## config.mk

```make
export PLATFORM = sky130hd
export DESIGN_NAME = multi_debounce
export DESIGN_NICKNAME = d
export VERILOG_FILES = /design/src/rtl/multi_debounce.sv
export SDC_FILE = /design/constraint.sdc
export NUM_CORES = 1
export LEC_CHECK = 0
export CORE_MARGIN = 10
export CORE_UTILIZATION = 45
export CTS_CLUSTER_DIAMETER = 40
export CTS_CLUSTER_SIZE = 12
export DETAILED_ROUTE_END_ITERATION = 10
export RECOVER_POWER = 50
export REMOVE_ABC_BUFFERS = 1
export SYNTH_ARGS = -nofsm -noshare
export SYNTH_HDL_FRONTEND = slang
export SYNTH_SLANG_ARGS = --single-unit
export TNS_END_PERCENT = 30
```

## constraint.sdc

```tcl
create_clock -name Clk -period 2.4 [get_ports Clk]
set_input_delay 0.48 -clock Clk [delete_from_list [all_inputs] [get_ports Clk]]
set_output_delay 0.48 -clock Clk [all_outputs]
set_load 0.01 [all_outputs]
```

## src/rtl/multi_debounce.sv

```systemverilog
// N-channel push-button conditioner: two-flop synchroniser, symmetric debounce,
// press/release event pulses, and hold detection with optional auto-repeat.
module multi_debounce #(
  parameter int N             = 4,
  parameter int DB_CYCLES     = 16,
  parameter int HOLD_CYCLES   = 1000,
  parameter int REPEAT_CYCLES = 250,
  parameter bit REPEAT_EN     = 1'b1
) (
  input  logic           Clk,
  input  logic           Rst_n,
  input  logic [N-1:0]   BTN,
  output logic [N-1:0]   Debounced,
  output logic [N-1:0]   Press,
  output logic [N-1:0]   Release,
  output logic [N-1:0]   Held,
  output logic [N-1:0]   Repeat,
  output logic [N-1:0]   Strobe,
  output logic [2*N-1:0] dbg_state
);

  localparam int DW   = $clog2(DB_CYCLES);
  localparam int MAXC = (HOLD_CYCLES > REPEAT_CYCLES) ? HOLD_CYCLES : REPEAT_CYCLES;
  localparam int CW   = $clog2(MAXC + 1);
  localparam logic [DW-1:0] DB_LAST   = DW'(DB_CYCLES - 1);
  localparam logic [CW-1:0] HOLD_LAST = CW'(HOLD_CYCLES - 1);
  localparam logic [CW-1:0] RPT_LAST  = CW'(REPEAT_CYCLES - 1);

  typedef enum logic [1:0] {
    S_RELEASED = 2'd0,
    S_PRESSED  = 2'd1,
    S_HELD     = 2'd2
  } state_t;

  for (genvar i = 0; i < N; i++) begin : g_ch
    logic          sync0, sync;
    logic          deb_q, deb_n, rise, fall;
    logic [DW-1:0] db_cnt, db_cnt_n;
    state_t        state, state_n;
    logic [CW-1:0] hold_cnt, hold_cnt_n, rpt_cnt, rpt_cnt_n;
    logic          press_q, release_q, held_q, repeat_q, strobe_q;
    logic          press_n, release_n, held_n, repeat_n;

    // Any sample that agrees with the debounced level restarts the count.
    always_comb begin
      db_cnt_n = '0;
      deb_n    = deb_q;
      rise     = 1'b0;
      fall     = 1'b0;
      if (sync != deb_q) begin
        if (db_cnt == DB_LAST) begin
          deb_n = sync;
          rise  = sync;
          fall  = ~sync;
        end else begin
          db_cnt_n = db_cnt + 1'b1;
        end
      end
    end

    // A falling debounced edge wins over everything, cancelling a due repeat.
    always_comb begin
      state_n    = state;
      hold_cnt_n = hold_cnt;
      rpt_cnt_n  = rpt_cnt;
      if (fall) begin
        state_n    = S_RELEASED;
        hold_cnt_n = '0;
        rpt_cnt_n  = '0;
      end else begin
        case (state)
          S_RELEASED: begin
            if (rise) begin
              state_n    = S_PRESSED;
              hold_cnt_n = '0;
            end
          end
          S_PRESSED: begin
            if (hold_cnt == HOLD_LAST) begin
              state_n    = S_HELD;
              hold_cnt_n = '0;
              rpt_cnt_n  = '0;
            end else begin
              hold_cnt_n = hold_cnt + 1'b1;
            end
          end
          S_HELD: begin
            if (rpt_cnt == RPT_LAST) rpt_cnt_n = '0;
            else                     rpt_cnt_n = rpt_cnt + 1'b1;
          end
          default: state_n = S_RELEASED;
        endcase
      end
    end

    always_comb begin
      press_n   = rise;
      release_n = fall;
      held_n    = (state_n == S_HELD);
      repeat_n  = 1'b0;
      if (REPEAT_EN && !fall) begin
        if (state == S_PRESSED && hold_cnt == HOLD_LAST) repeat_n = 1'b1;
        if (state == S_HELD && rpt_cnt == RPT_LAST)      repeat_n = 1'b1;
      end
    end

    always_ff @(posedge Clk or negedge Rst_n) begin
      if (!Rst_n) begin
        sync0     <= 1'b0;
        sync      <= 1'b0;
        deb_q     <= 1'b0;
        db_cnt    <= '0;
        state     <= S_RELEASED;
        hold_cnt  <= '0;
        rpt_cnt   <= '0;
        press_q   <= 1'b0;
        release_q <= 1'b0;
        held_q    <= 1'b0;
        repeat_q  <= 1'b0;
        strobe_q  <= 1'b0;
      end else begin
        sync0     <= BTN[i];
        sync      <= sync0;
        deb_q     <= deb_n;
        db_cnt    <= db_cnt_n;
        state     <= state_n;
        hold_cnt  <= hold_cnt_n;
        rpt_cnt   <= rpt_cnt_n;
        press_q   <= press_n;
        release_q <= release_n;
        held_q    <= held_n;
        repeat_q  <= repeat_n;
        strobe_q  <= press_n | repeat_n;
      end
    end

    assign Debounced[i]       = deb_q;
    assign Press[i]           = press_q;
    assign Release[i]         = release_q;
    assign Held[i]            = held_q;
    assign Repeat[i]          = repeat_q;
    assign Strobe[i]          = strobe_q;
    assign dbg_state[2*i +: 2] = state;
  end

endmodule

```

==> metrics.yaml, run 1 <==
sta:
  rsz0062_at_grt: "no"
  finalSetupViolCount: 0
  fin_ws_ns: 0.259
  max_slew_margin_pct: -20.0
  post-route-period-util_pct: 89.2
  final.min_clock_period_ns: 2.14
  final.setup_skew_ns: 0.00639
  maxSlewViolCount: 83
  max_slew.worst_pin.slew_ns: 1.80
  hold_viol_final: 0
  setup_tns_ns: 0
  whs_ns: 0.350
  fmax_mhz: 467
floorplan:
  die_width_um: 146
  core_region_area_sq_um: 15300
  fp-row-count: 45
  initial_core_util_pct: 46.3
  die_h_um: 146
  io_pins: 38
  die_area_sq_um: 21200
clocking:
  cts-resized-gates: 0
  clockRootBuffer: "clkbuf_16"
  cts_buffers: 17
  htree_levels: 4
  cts_tree: "built"
  cts_max_path_buffers: 2
  hold_buffers: 0
  cts_sinks: 136
  cts_setup_buffers: 0
  clock_latency_ns: 0.42
  clkTransAtPathRegs_ns: 0.06
synth:
  synth-simple-area-share_pct: 25.0
  synth_top_area_cell: "dfrtp_1"
  syn_area_sq_um: 7090
  synth.area.mux_share_pct: 1.59
  netlist_top_cells_area: "dfrtp_1 48%, nand3_1 5.6%, nand4_1 2.9%"
  synth_top_cell_area_share_pct: 48.0
  avgSynthCellArea_sq_um: 9.65
  ys_ff_latch: 136
  synth-xor-area-share_pct: 1.73
  yosysUniqueCellTypes: 65
  async_flop_share_pct: 100
  synth_top_family_by_area: "simple AND/OR/NAND/NOR gates"
  synth-adder-area-share_pct: 2.82
  yosysWarnings: 0
  ys.flop_type: "dfrtp_1"
  synth-seq-area-share_pct: 48.0
  synth_edf_count: 0
  netlist_instances: 735
  synth_compound_area_share_pct: 14.6
setup_path:
  worst_setup_path_start_kind: "register"
  worstSetupEndpointType: "register"
  critical_path_class: "register to register"
  required_ns: 2.67
  worstPathMaxFanout: 12
  cp.arrival_ns: 2.42
finish:
  drive_above_1_share_pct: 7.67
  antenna_cells: 0
  synthToLayoutAreaGrowth_pct: 15.1
  final_util_pct: 53.3
  seqCellArea_sq_um: 3400
  nFillCells: 1366
  final_common_cell: "dfrtp_1"
  nets: 778
  multi_input_area_sq_um: 3240
  fin_area_sq_um: 8160
  final_cell_mix: "136 x dfrtp_1, 79 x nand3_1, 45 x nand2_1"
route:
  vias: 5687
  drt-wirelength-per-cell_um: 15.6
  routed_wl_um: 15200
  postRouteAntennaNets: 0
  drt-initial-drc-count: 422
  via_per_inst: 5.80
  first_pass_iters: 4
  drc: 0
hold_path:
  min_path_type: "register to register"
place:
  place_ws_ns: 0.266
  place_congestion: 0.803
  io_buffers: 37
  place_hpwl_um: 10300
  place_area_sq_um: 7560
global_routing:
  grt_first_pass_wirelength_um: 26800
  grt_max_degree: 83
  grt-ovfl-total: 0
  grt_pass1_vias: 5580
  track_usage_pct: 14.7
  antenna_found_initial: 0
power:
  power.density_nw_per_um2: 643
  leakagePower_nw: 3.45
  vdd_drop_max_v: 0.000483
status:
  status: "finished, violations left"
  violations: "capacitance limit, slew limit"
run:
  maxCapViolCount: 1
-- cell families after synthesis --
logic type               count (synthesis)
multiplexers                            11
AO/OA/AOI/OAI                          151
buffers and inverters                   90
adder cells (fa/ha/maj)                 16
AND/OR/NAND/NOR                        317
flip-flops                             136
XOR/XNOR                                14
-- stage by stage --
step / total power, mW / cells
floorplan: 2.41 / 687
global placement: 2.49 / 948
detailed placement: 2.49 / 948
CTS: 5.33 / 980
global route: 5.44 / 980
finish: 5.25 / 980
-- power by group --
| group | leakage (nW) | switching [mW] | internal [mW] |
|---|---|---|---|
| registers | 1.87 | 0.0239 | 2.32 |
| logic | 1.28 | 0.0644 | 0.0295 |
| clock network | 0.300 | 0.971 | 1.84 |
-- worst paths after layout --
check,depth (start not counted),end,slack (ns),start
worst min-delay path,0,g_ch[3].sync,0.35,g_ch[3].sync0
worst max-delay path,6,g_ch[2].rpt_cnt[2],0.26,g_ch[2].rpt_cnt[1]
max in group asynchronous,2,g_ch[0].hold_cnt[6],0.64,Rst_n
min in group asynchronous,2,g_ch[0].rpt_cnt[9],0.48,Rst_n
worst min register to register,0,g_ch[3].sync,0.35,g_ch[3].sync0
worst max register to register,6,g_ch[2].rpt_cnt[2],0.26,g_ch[2].rpt_cnt[1]
-- area by class of cell --
type / instances / share of cell area (%)
sequential: 136 / 41.7
multi-input combinational: 509 / 39.7
timing repair buffer: 50 / 5.60
clock buffer: 20 / 5.35
tap: 211 / 3.23
clock inverter: 12 / 2.45
inverter: 42 / 1.93
-- registers in the layout (all words and copies together) (netlist names), 8 cells and up --
signal	cells
g_ch.db_cnt	16
g_ch.hold_cnt	40
g_ch.rpt_cnt	40
g_ch.state	8
-- per-layer routing --
metal / part of all wire, % / track usage, % / vias up
li1: - / - / 2766
met1: 47 / 18.8 / 2803
met2: 48 / 23.8 / 109
met3: 4.0 / 4.25 / 9
met4: 0.78 / 4.10 / 0
met5: 0 / 0 / -
-- worst max-delay path, cell delays in order (launching register included) --
cell and delay, ns:
dfrtp_1 0.41, inv_1 0.09, ha_1 0.13, or3b_2 0.45, or3_1 0.50, nand2_1 0.27
o311ai_0 0.14
-- cell usage after synthesis (all sizes together) (5+ instances only) --
master  number
a31oi       27
xnor2       13
o211ai      16
and2         9
dfrtp      136
mux2i        9
o221ai      12
ha          16
inv         42
or3          5
and3        19
nor2        31
a21oi       20
nor3        16
nand3b      10
nor4         9
and4         6
nand2b      15
nand2       45
o21ai       31
nor2b       14
buf         31
o22ai        9
nand4b      13
nand3       79
nand4       33
clkbuf      17
Power figures use the tool's default switching activity.
==> inputs of run 2 (changes only) <==
- SETUP_SLACK_MARGIN: default -> 0.4
- clock period: 2.4 -> 2.1 ns (I/O delays scaled with it)
==> metrics.yaml, run 2 (synthesis gave the netlist of run 1 again) <==
status:
  status: "finished clean"
power:
  power.density_nw_per_um2: 673
  p_sw_mw: 1.27
  pwr-share-seq_pct: 45.4
  pwr-share-clk_pct: 52.4
  vdd_drop_max_v: 0.000580
  finalPower_mw: 5.89
  pwr-share-comb_pct: 2.1
  p_sw_share_pct: 21.6
  leakagePower_nw: 3.76
  power.internal_mw: 4.62
global_routing:
  track_usage_pct: 15.5
  grt_max_degree: 47
  grt_first_pass_wirelength_um: 28000
  antenna_found_initial: 0
  grt_pass1_vias: 5849
  grt-ovfl-total: 0
sta:
  finalSetupViolCount: 0
  max_slew.worst_pin.slew_ns: 1.09
  maxSlewViolCount: 0
  post-route-period-util_pct: 86.5
  final.setup_skew_ns: 0.0126
  fmax_mhz: 550
  setup_tns_ns: 0
  rsz0062_at_grt: "yes"
  final.min_clock_period_ns: 1.82
  max_slew_margin_pct: 27.3
  fin_ws_ns: 0.283
  hold_viol_final: 0
route:
  vias: 6012
  postRouteAntennaNets: 0
  via_per_inst: 5.84
  drt-initial-drc-count: 398
  first_pass_iters: 5
  routed_wl_um: 16600
  drt-wirelength-per-cell_um: 16.1
  drc: 0
hold_path:
  hold_end: "g_ch[0].sync"
  hold_depth: 0
  min_from: "g_ch[0].sync0"
  min_path_type: "register to register"
finish:
  reg.largest.list: "g_ch.hold_cnt x40, g_ch.rpt_cnt x40, g_ch.db_cnt x16"
  final_cell_mix: "134 x dfrtp_1, 73 x nand3_1, 52 x buf_4"
  nets: 827
  antenna_cells: 0
  drive_above_1_share_pct: 17.6
  fin_cells: 1029
  synthToLayoutAreaGrowth_pct: 23.5
  final_common_cell: "dfrtp_1"
setup_path:
  required_ns: 2.41
  reg2reg_to: "g_ch[2].rpt_cnt[6]"
  worstSetupEndpointType: "register"
  r2r_setup_slack_ns: 0.28
  worstPathMaxFanout: 5
  critical_path_class: "register to register"
  r2r_start: "g_ch[2].rpt_cnt[1]"
  worst_setup_path_start_kind: "register"
  worst-r2r-cell-count: 7
  cp.arrival_ns: 2.12
place:
  dp_cells: 958
  place_hpwl_um: 10600
  place_ws_ns: 0.165
  io_buffers: 37
  place_congestion: 0.830
floorplan:
  die_area_sq_um: 21200
  io_pins: 38
  die_h_um: 146
  initial_core_util_pct: 46.3
  fp-row-count: 45
  core_region_area_sq_um: 15300
  die_width_um: 146
clocking:
  cts_max_path_buffers: 2
  clockRootBuffer: "clkbuf_16"
  cts_buffers: 17
  clkTransAtPathRegs_ns: 0.06
  clock_latency_ns: 0.43
  cts_sinks: 136
  cts_tree: "built"
  htree_levels: 4
run:
  maxCapViolCount: 0
[run 2: cell types whose count changed in the layout (fill, tap and decap cells not counted), moves of 6 or more]
cell | previous run | this run
buf_4 | 11 | 52
dlygate4sd2_1 | 0 | 12
nand3_1 | 79 | 73
clkdlybuf4s50_1 | 32 | 20
[run 2: power by group through the flow]
| stage | clock network, mW | logic [mW] | registers, mW |
|---|---|---|---|
| after floorplan | 0 | 0.0418 | 2.72 |
| after global placement | 0 | 0.120 | 2.72 |
| after detailed placement | 0 | 0.126 | 2.72 |
| after CTS | 3.14 | 0.130 | 2.68 |
| after global routing | 3.27 | 0.147 | 2.68 |
| final | 3.09 | 0.126 | 2.68 |
[run 2: final cells by class]
class,count,area (sq um)
fill,1328,6560
multi-input combinational,511,3510
sequential,136,3410
timing repair buffer,97,808
clock buffer,20,457
tap,211,264
inverter,42,158
clock inverter,12,149
[run 2: timing repair]
action	CTS	global route
setup endpoints to repair	104	105
hold buffers	1	0
endpoints found under the hold margin	36	0
buffers inserted	20	13
gates cloned	2	3
resized for setup	39	40
pin swaps	17	17
[run 2: critical path: stages (launching register included)]
cell and delay, ns:
dfrtp_1 0.39, inv_2 0.08, ha_4 0.11, or3b_4 0.37
or3_4 0.39, buf_6 0.16, a31oi_4 0.14, a31oi_1 0.05
[run 2: per-layer routing]
layer  vias to the layer above  part of all wire [%]  wire length [um]  global-route usage (%)
li1                       2875                     -                 -                       -
met1                      2990                    45              7450                    18.9
met2                       121                    50              8280                    25.9
met3                        26                   3.6               594                    3.79
met4                         0                   1.6               272                    5.71
met5                         -                     0                 0                       0
[run 2: how the worst max path moves through the flow]
| stage | startpoint | end |
|---|---|---|
| 6_report | g_ch[2].rpt_cnt[1] | g_ch[2].rpt_cnt[6] |
| 5_1_grt | Rst_n | g_ch[0].rpt_cnt[0] |
| 4_1_cts | g_ch[2].rpt_cnt[1] | g_ch[2].rpt_cnt[6] |
| 3_5_place_dp | g_ch[2].db_cnt[0] | g_ch[2].rpt_cnt[2] |
| 2_1_floorplan | g_ch[2].db_cnt[0] | g_ch[2].rpt_cnt[2] |
| 3_3_place_gp | g_ch[2].rpt_cnt[1] | g_ch[2].rpt_cnt[6] |
[run 2: per-stage QoR]
stage / hold WS (ns) / instance area [sq um] / utilization [%]
2_1_floorplan: 0.124 / 6800 / -
3_3_place_gp: 0.339 / 7620 / 49.8
3_5_place_dp: 0.340 / 7620 / 49.8
4_1_cts: 0.354 / 8490 / 55.4
5_1_grt: 0.355 / 8750 / 57.2
6_report: 0.349 / 8750 / 57.2
==> inputs of run 3 (changes only) <==
- CTS_CLUSTER_SIZE: 12 -> default
- RECOVER_POWER: 50 -> 100
- SLEW_MARGIN: default -> 20
==> metrics.yaml, run 3 (synthesis gave the netlist of run 1 again) <==
setup_path:
  critical-path-top-delay-family: "simple AND/OR/NAND/NOR gates"
  reg2reg_to: "g_ch[2].rpt_cnt[6]"
  worstPathMaxFanout: 5
  cp_slowest_cell: "or3_1"
  cpPeakStageDelay_ns: 0.45
  r2r_setup_slack_ns: 0.19
  endpoint: "g_ch[2].rpt_cnt[6]"
  required_ns: 2.41
  path_depth: 7
  critical_path_class: "register to register"
  cp.arrival_ns: 2.22
  startpoint: "g_ch[2].rpt_cnt[1]"
  worst-path-buf-inv: 2
  cp_cell_sequence: "inv_2 > ha_4 > or3b_4 > or3_1 > buf_6 > a31oi_4 > a31oi_1"
  r2r_start: "g_ch[2].rpt_cnt[1]"
  worst_setup_path_start_kind: "register"
  worst-r2r-cell-count: 7
  worstSetupEndpointType: "register"
sta:
  whs_ns: 0.350
  post-route-period-util_pct: 91.2
  max_slew_margin_pct: 27.5
  rsz0062_at_grt: "yes"
  maxSlewViolCount: 0
  finalSetupViolCount: 0
  max_slew.worst_pin.slew_ns: 1.09
  setup_tns_ns: 0
  final.setup_skew_ns: 0.0129
  hold_viol_final: 0
  final.min_clock_period_ns: 1.91
  fmax_mhz: 522
global_routing:
  grt_pass1_vias: 5849
  grt-ovfl-total: 0
  grt_first_pass_wirelength_um: 28000
  grt_max_degree: 47
  track_usage_pct: 15.5
  antenna_found_initial: 0
finish:
  antenna_cells: 0
  final_common_cell: "dfrtp_1"
  reg.largest.list: "g_ch.hold_cnt x40, g_ch.rpt_cnt x40, g_ch.db_cnt x16"
  nets: 827
  final_util_pct: 56.4
  drive_above_1_share_pct: 14.8
  final_cell_mix: "135 x dfrtp_1, 74 x nand3_1, 44 x buf_4"
  synthToLayoutAreaGrowth_pct: 21.8
floorplan:
  die_h_um: 146
  fp-row-count: 45
  io_pins: 38
  core_region_area_sq_um: 15300
  die_area_sq_um: 21200
  die_width_um: 146
  initial_core_util_pct: 46.3
clocking:
  clockRootBuffer: "clkbuf_16"
  cts_tree: "built"
  clock_latency_ns: 0.43
  clkTransAtPathRegs_ns: 0.06
  htree_levels: 4
  cts_max_path_buffers: 2
  cts_buffers: 17
  cts_sinks: 136
run:
  maxCapViolCount: 0
power:
  vdd_drop_max_v: 0.000580
  power.density_nw_per_um2: 682
  leakagePower_nw: 3.78
route:
  vias: 6022
  first_pass_iters: 5
  postRouteAntennaNets: 0
  drc: 0
  drt-initial-drc-count: 396
  via_per_inst: 5.85
  routed_wl_um: 16600
  drt-wirelength-per-cell_um: 16.1
place:
  place_congestion: 0.830
  place_hpwl_um: 10600
  io_buffers: 37
status:
  status: "finished clean"
hold_path:
  min_path_type: "register to register"
==> run 3: repair_timing <==
action	in CTS	in global routing
pin swaps	17	17
endpoints found under the hold margin	36	0
gates resized for setup	39	40
hold buffers	1	0
endpoints found under the setup margin	104	105
buffers inserted	20	13
gates cloned	2	3
==> run 3: final cells by class <==
cell class                      count  area, sq um
Timing Repair Buffer               97          778
Clock buffer                       20          457
Sequential cell                   136         3400
Clock inverter                     12          149
Fill cell                        1356         6680
Multi-Input combinational cell    511         3420
Inverter                           42          158
Tap cell                          211          264
==> run 3: metal layers <==
| metal | vias up | track usage [%] | routed length [um] |
|---|---|---|---|
| met4 | 0 | 5.71 | 276 |
| met1 | 2989 | 18.9 | 7380 |
| met2 | 132 | 25.9 | 8330 |
| li1 | 2876 | - | - |
| met3 | 25 | 3.79 | 632 |
| met5 | - | 0 | 0 |
==> run 3: worst min path at each step <==
stage | start | end | slack, ns | depth (start not counted)
after floorplan | Rst_n | g_ch[0].db_cnt[0] | 0.12 | 0
after global placement | g_ch[2].sync0 | g_ch[2].sync | 0.34 | 0
after detailed placement | g_ch[0].sync0 | g_ch[0].sync | 0.34 | 0
after CTS | g_ch[0].sync0 | g_ch[0].sync | 0.35 | 0
after global routing | g_ch[0].sync0 | g_ch[0].sync | 0.36 | 0
final | g_ch[0].sync0 | g_ch[0].sync | 0.35 | 0
==> run 3: stage by stage <==
step                instances  setup slack (ns)  instance area [sq um]  power (mW)
floorplan                 687            -0.118                   6800        2.76
global placement          958             0.228                   7620        2.84
detailed placement        958             0.165                   7620        2.85
CTS                      1013             0.271                   8490        5.95
global route             1029             0.110                   8630        6.09
finish                   1029             0.186                   8630        5.89
==> run 3: report_power, final <==
part | internal [mW] | switching, mW | leakage (nW)
Clock | 1.92 | 1.17 | 0.288
Combinational | 0.0462 | 0.0796 | 1.63
Sequential | 2.65 | 0.0272 | 1.87
Total | 4.62 | 1.27 | 3.78
==> RTL edit 1, RTL diff (config.mk and constraints of run 1) <==
The parameter `N` goes from 4 to 8.
--- a/src/rtl/multi_debounce.sv
+++ b/src/rtl/multi_debounce.sv
@@ -2,5 +2,5 @@
 // press/release event pulses, and hold detection with optional auto-repeat.
 module multi_debounce #(
-  parameter int N             = 4,
+  parameter int N             = 8,
   parameter int DB_CYCLES     = 16,
   parameter int HOLD_CYCLES   = 1000,
Ports: changed (8 resized); port bits go from 38 to 74. The function was not compared with the original's and may differ.
==> RTL edit 1 against run 1 <==
- setup slack better by 0.012 ns
- cell area up 100%
- critical path type is now reg -> out
- fmax up 0.59%
- sequential cell count up 136
- total power up 120%
- critical endpoint is now dbg_state[0]
- synthesized area up 98%
- combinational power up 110%
- routed wire length up 96%
==> RTL edit 1: results (changes against run 1) <==
skew final=0.0211 ns (+0.0147 ns); dpl ws=0.362 ns (+0.0955 ns); layout cell share with drive strength beyond 1=8.82% (+1.2 points); status=finished, final reports clean; Placed Area=15000 sq um (+99%); Async S/R FF share, synth=100% (unchanged); fillers=2763 (+100%); Max Freq=0.470 GHz (+0.59%); post-synthesis sequential area ratio=48.4% (+0.39 points); Yosys cell types=77 (+18%); Max clock buf depth=3 (+1); Max VDD drop=0.599 mV (+24%); Crit-path slowest cell=clkdlybuf4s50_1; flop-to-flop setup slack=0.33 ns (+0.07 ns); synth top area cells=dfrtp_1 48%, nand3_1 4.5%, ha_1 2.8%; most frequent cells after synthesis=272 x dfrtp_1, 126 x nand3_1, 96 x nand2_1; wire per inst=15.5 um (-0.17%); Placer Congestion=0.807 (+0.60%); hpwl dp=20000 um (+94%); Vias/cell=5.75 (-0.97%); drt first pass iters=7 (+3); max incr delay on CP=0.61 ns (+0.11 ns); number of nets in the layout=1539 (+98%); Worst-Skew Late Latency=0.57 ns (+0.15 ns); Iter 0 DRT Violations=630 (+49%); worst-path maximum fanout=6 (-6); biggest regs=g_ch.hold_cnt x80, g_ch.rpt_cnt x80, g_ch.db_cnt x32; first-pass GRT wire length=52400 um (+96%); Port Buffers=73 (+97%); CP delay by family, top=buffers and inverters; Worst Tran Pin Value=1.40 ns (-0.397 ns); H-Tree Depth=2 (-2); CP arrival=1.65 ns (-0.77 ns); leakage=6.99 nW (+100%); all-layer global routing usage=15.6% (+0.86 points)
-- RTL edit 1: cell count changes in the layout (fill, tap and decap cells not counted), sizes merged, moves of 25 or more --
cell	delta
dfrtp	+136
nand3	+48
a31oi	+29
clkbuf	+42
o21ai	+25
inv	+59
clkdlybuf4s50	+32
nand2	+51
a21oi	+25
o221ai	+28
-- RTL edit 1: area by class of cell --
class / instances / area (sq um) / share of cell area [%]
inverters: 95 / 357 / 2.15
clock buffers: 59 / 1320 / 7.95
multi-input cells: 979 / 6370 / 38.4
flip-flops and latches: 272 / 6810 / 41.0
clock inverters: 22 / 279 / 1.68
repair buffers: 103 / 973 / 5.87
well taps: 396 / 495 / 2.99
-- RTL edit 1: report_power, final --
part / internal (mW) / total, mW / switching [mW]
combinational: 0.0699 / 0.201 / 0.131
clock: 4.25 / 6.66 / 2.41
sequential: 4.64 / 4.69 / 0.0456
-- RTL edit 1: metal layers --
layer | global-route usage (%) | routed length [um] | share of wire, %
met5 | 0 | 0 | 0
met2 | 24.8 | 13600 | 45
met3 | 3.22 | 1190 | 4.0
met4 | 5.04 | 677 | 2.3
met1 | 20.9 | 14400 | 48
-- RTL edit 1: cell families (layout without fill, tap and decap cells) --
kind of cell	count (synthesis)	count (layout)	share of synthesized area (%)
buf+inv	185	279	6.33
compound gates	311	311	15.4
xor+xnor	26	26	1.62
fa+ha+maj	32	32	2.85
simple gates	589	589	23.9
mux	21	21	1.54
flops	272	272	48.4
-- RTL edit 1: through the flow --
stage,power [mW],hold slack (ns),std cells
floorplan,4.83,0.184,1346
global placement,4.98,0.334,1844
detailed placement,4.98,0.336,1844
CTS,11.8,0.326,1926
global route,12.0,0.351,1926
finish,11.6,0.339,1926
-- RTL edit 1: worst paths after layout --
kind,from,depth (start not counted),end
max in group asynchronous,Rst_n,3,g_ch[3].hold_cnt[5]
worst min register to register,g_ch[1].sync0,0,g_ch[1].sync
min in group asynchronous,Rst_n,2,g_ch[6].hold_cnt[8]
worst max register to register,g_ch[1].rpt_cnt[1],6,g_ch[1].rpt_cnt[7]
worst min-delay path,g_ch[1].sync0,0,g_ch[1].sync
worst max-delay path,g_ch[0].state[0],1,dbg_state[0]
==> RTL edit 2, RTL diff (flow settings as in run 1) <==
Without the edit above. Reset style: synchronous (`Rst_n`), changed in one clocked block.
--- a/src/rtl/multi_debounce.sv
+++ b/src/rtl/multi_debounce.sv
@@ -105,5 +105,5 @@
     end
 
-    always_ff @(posedge Clk or negedge Rst_n) begin
+    always_ff @(posedge Clk) begin
       if (!Rst_n) begin
         sync0     <= 1'b0;
Check against the original RTL: no difference found for any inputs over 10 cycles, from zero or initial values and one cycle with Rst_n low; that may be too few to reach the edited logic, so the function may still have changed.
==> RTL edit 2 against run 1 <==
- routed wire length decreased by 3.2%
- critical endpoint is now dbg_state[1]
- setup slack worse by 0.0073 ns
- sequential cell count did not move
- core utilization is 0.55 points higher
- cell area is 7.4% lower
- critical path type is now reg -> out
- non-clock buffer count is 8 higher
- total power decreased by 2.4%
- synthesized area is 8.1% lower
==> RTL edit 2: results (changes against run 1) <==
Async S/R FF share, synth=0% (-100 points); worst-path maximum fanout=15 (+3); Reg2Reg Depth=5 (-1); dpl ws=0.142 ns (-0.124 ns); most frequent cells after synthesis=136 x dfxtp_1, 62 x nand3_1, 52 x nor2_1; met2 usage=23.8% (+0.052 points); Yosys cell types=62 (-4.6%); leakage=2.51 nW (-27%); Hold Path End=g_ch[3].sync; Post-Route WL=14800 um (-3.2%); Iter 0 DRT Violations=405 (-4.0%); R2R Path End=g_ch[2].hold_cnt[8]; Vias=5841 (+2.7%); drt first pass iters=5 (+1); first-pass GRT wire length=25300 um (-5.7%); hold_sp=g_ch[3].sync0; skew final=0.00606 ns (-0.000323 ns); Worst Tran Pin Value=0.747 ns (-1.05 ns); layout cell share with drive strength beyond 1=6.97% (-0.70 points); Hold Path Depth=1 (+1); number of nets in the layout=812 (+4.4%); status=finished, final reports clean; number of global-route vias before repair=5346 (-4.2%); Crit-path slowest cell=clkdlybuf4s50_1; synth top area cells=dfxtp_1 42%, nand3_1 4.8%, a21oi_1 3.6%; Placer Congestion=0.868 (+8.1%); fillers=1269 (-7.1%); global routing usage on met3=4.43% (+0.18 points); max incr delay on CP=0.64 ns (+0.14 ns); met1 usage=18.5% (-0.32 points); flop-to-flop setup slack=0.31 ns (+0.05 ns); CP delay by family, top=buffers and inverters; worst r2r src=g_ch[2].db_cnt[0]; hpwl dp=10100 um (-2.4%); Slew Limit Fails=0 (-100%); CP arrival=1.67 ns (-0.75 ns); Max VDD drop=0.504 mV (+4.4%); post-synthesis sequential area ratio=41.8% (-6.2 points)
==> RTL edit 2: logic make-up (layout without fill, tap and decap cells) <==
logic type	after synthesis	in the layout	share of synthesized area (%)
simple gates	331	331	28.0
compound gates	189	189	18.8
flops	136	136	41.8
buf+inv	77	114	5.91
fa+ha+maj	16	16	3.07
xor+xnor	12	12	1.61
mux	5	5	0.768
==> RTL edit 2: worst max-delay path by stage <==
stage	slack, ns	cells after the start	end	startpoint
2_1_floorplan	0.007	5	g_ch[3].hold_cnt[6]	g_ch[3].db_cnt[0]
3_3_place_gp	0.20	5	g_ch[2].db_cnt[3]	Rst_n
3_5_place_dp	0.14	4	g_ch[1].hold_cnt[9]	Rst_n
4_1_cts	0.24	1	dbg_state[1]	g_ch[0].state[1]
5_1_grt	0.10	6	g_ch[2].rpt_cnt[2]	g_ch[2].db_cnt[0]
6_report	0.25	1	dbg_state[1]	g_ch[0].state[1]
==> RTL edit 2: area by class of cell <==
cell class                 count  area, sq um  area share, %
timing repair buffer          58          503           6.65
multi-input combinational    553         3390           44.9
clock buffer                  25          485           6.42
tap                          180          225           2.98
sequential                   136         2720           36.0
clock inverter                 7          140           1.85
inverter                      24         90.1           1.19
==> RTL edit 2: through the flow <==
| step | instances | cell area, sq um |
|---|---|---|
| floorplan | 713 | 6220 |
| detailed placement | 951 | 6970 |
| CTS | 983 | 7600 |
| global route | 983 | 7560 |
| finish | 983 | 7560 |
| global placement | 951 | 6970 |
==> RTL edit 2: layer usage <==
layer	share of wire (%)	wire length (um)	vias up
met2	47	6970	178
met5	0	0	-
met3	5.8	859	21
met1	45	6670	2734
li1	-	-	2908
met4	1.7	255	0
==> RTL edit 2: where the power goes <==
part	switching, mW	leakage (nW)	total [mW]	internal (mW)
clock	0.962	0.298	2.78	1.82
sequential	0.00419	1.10	2.27	2.27
combinational	0.0463	1.12	0.0695	0.0233
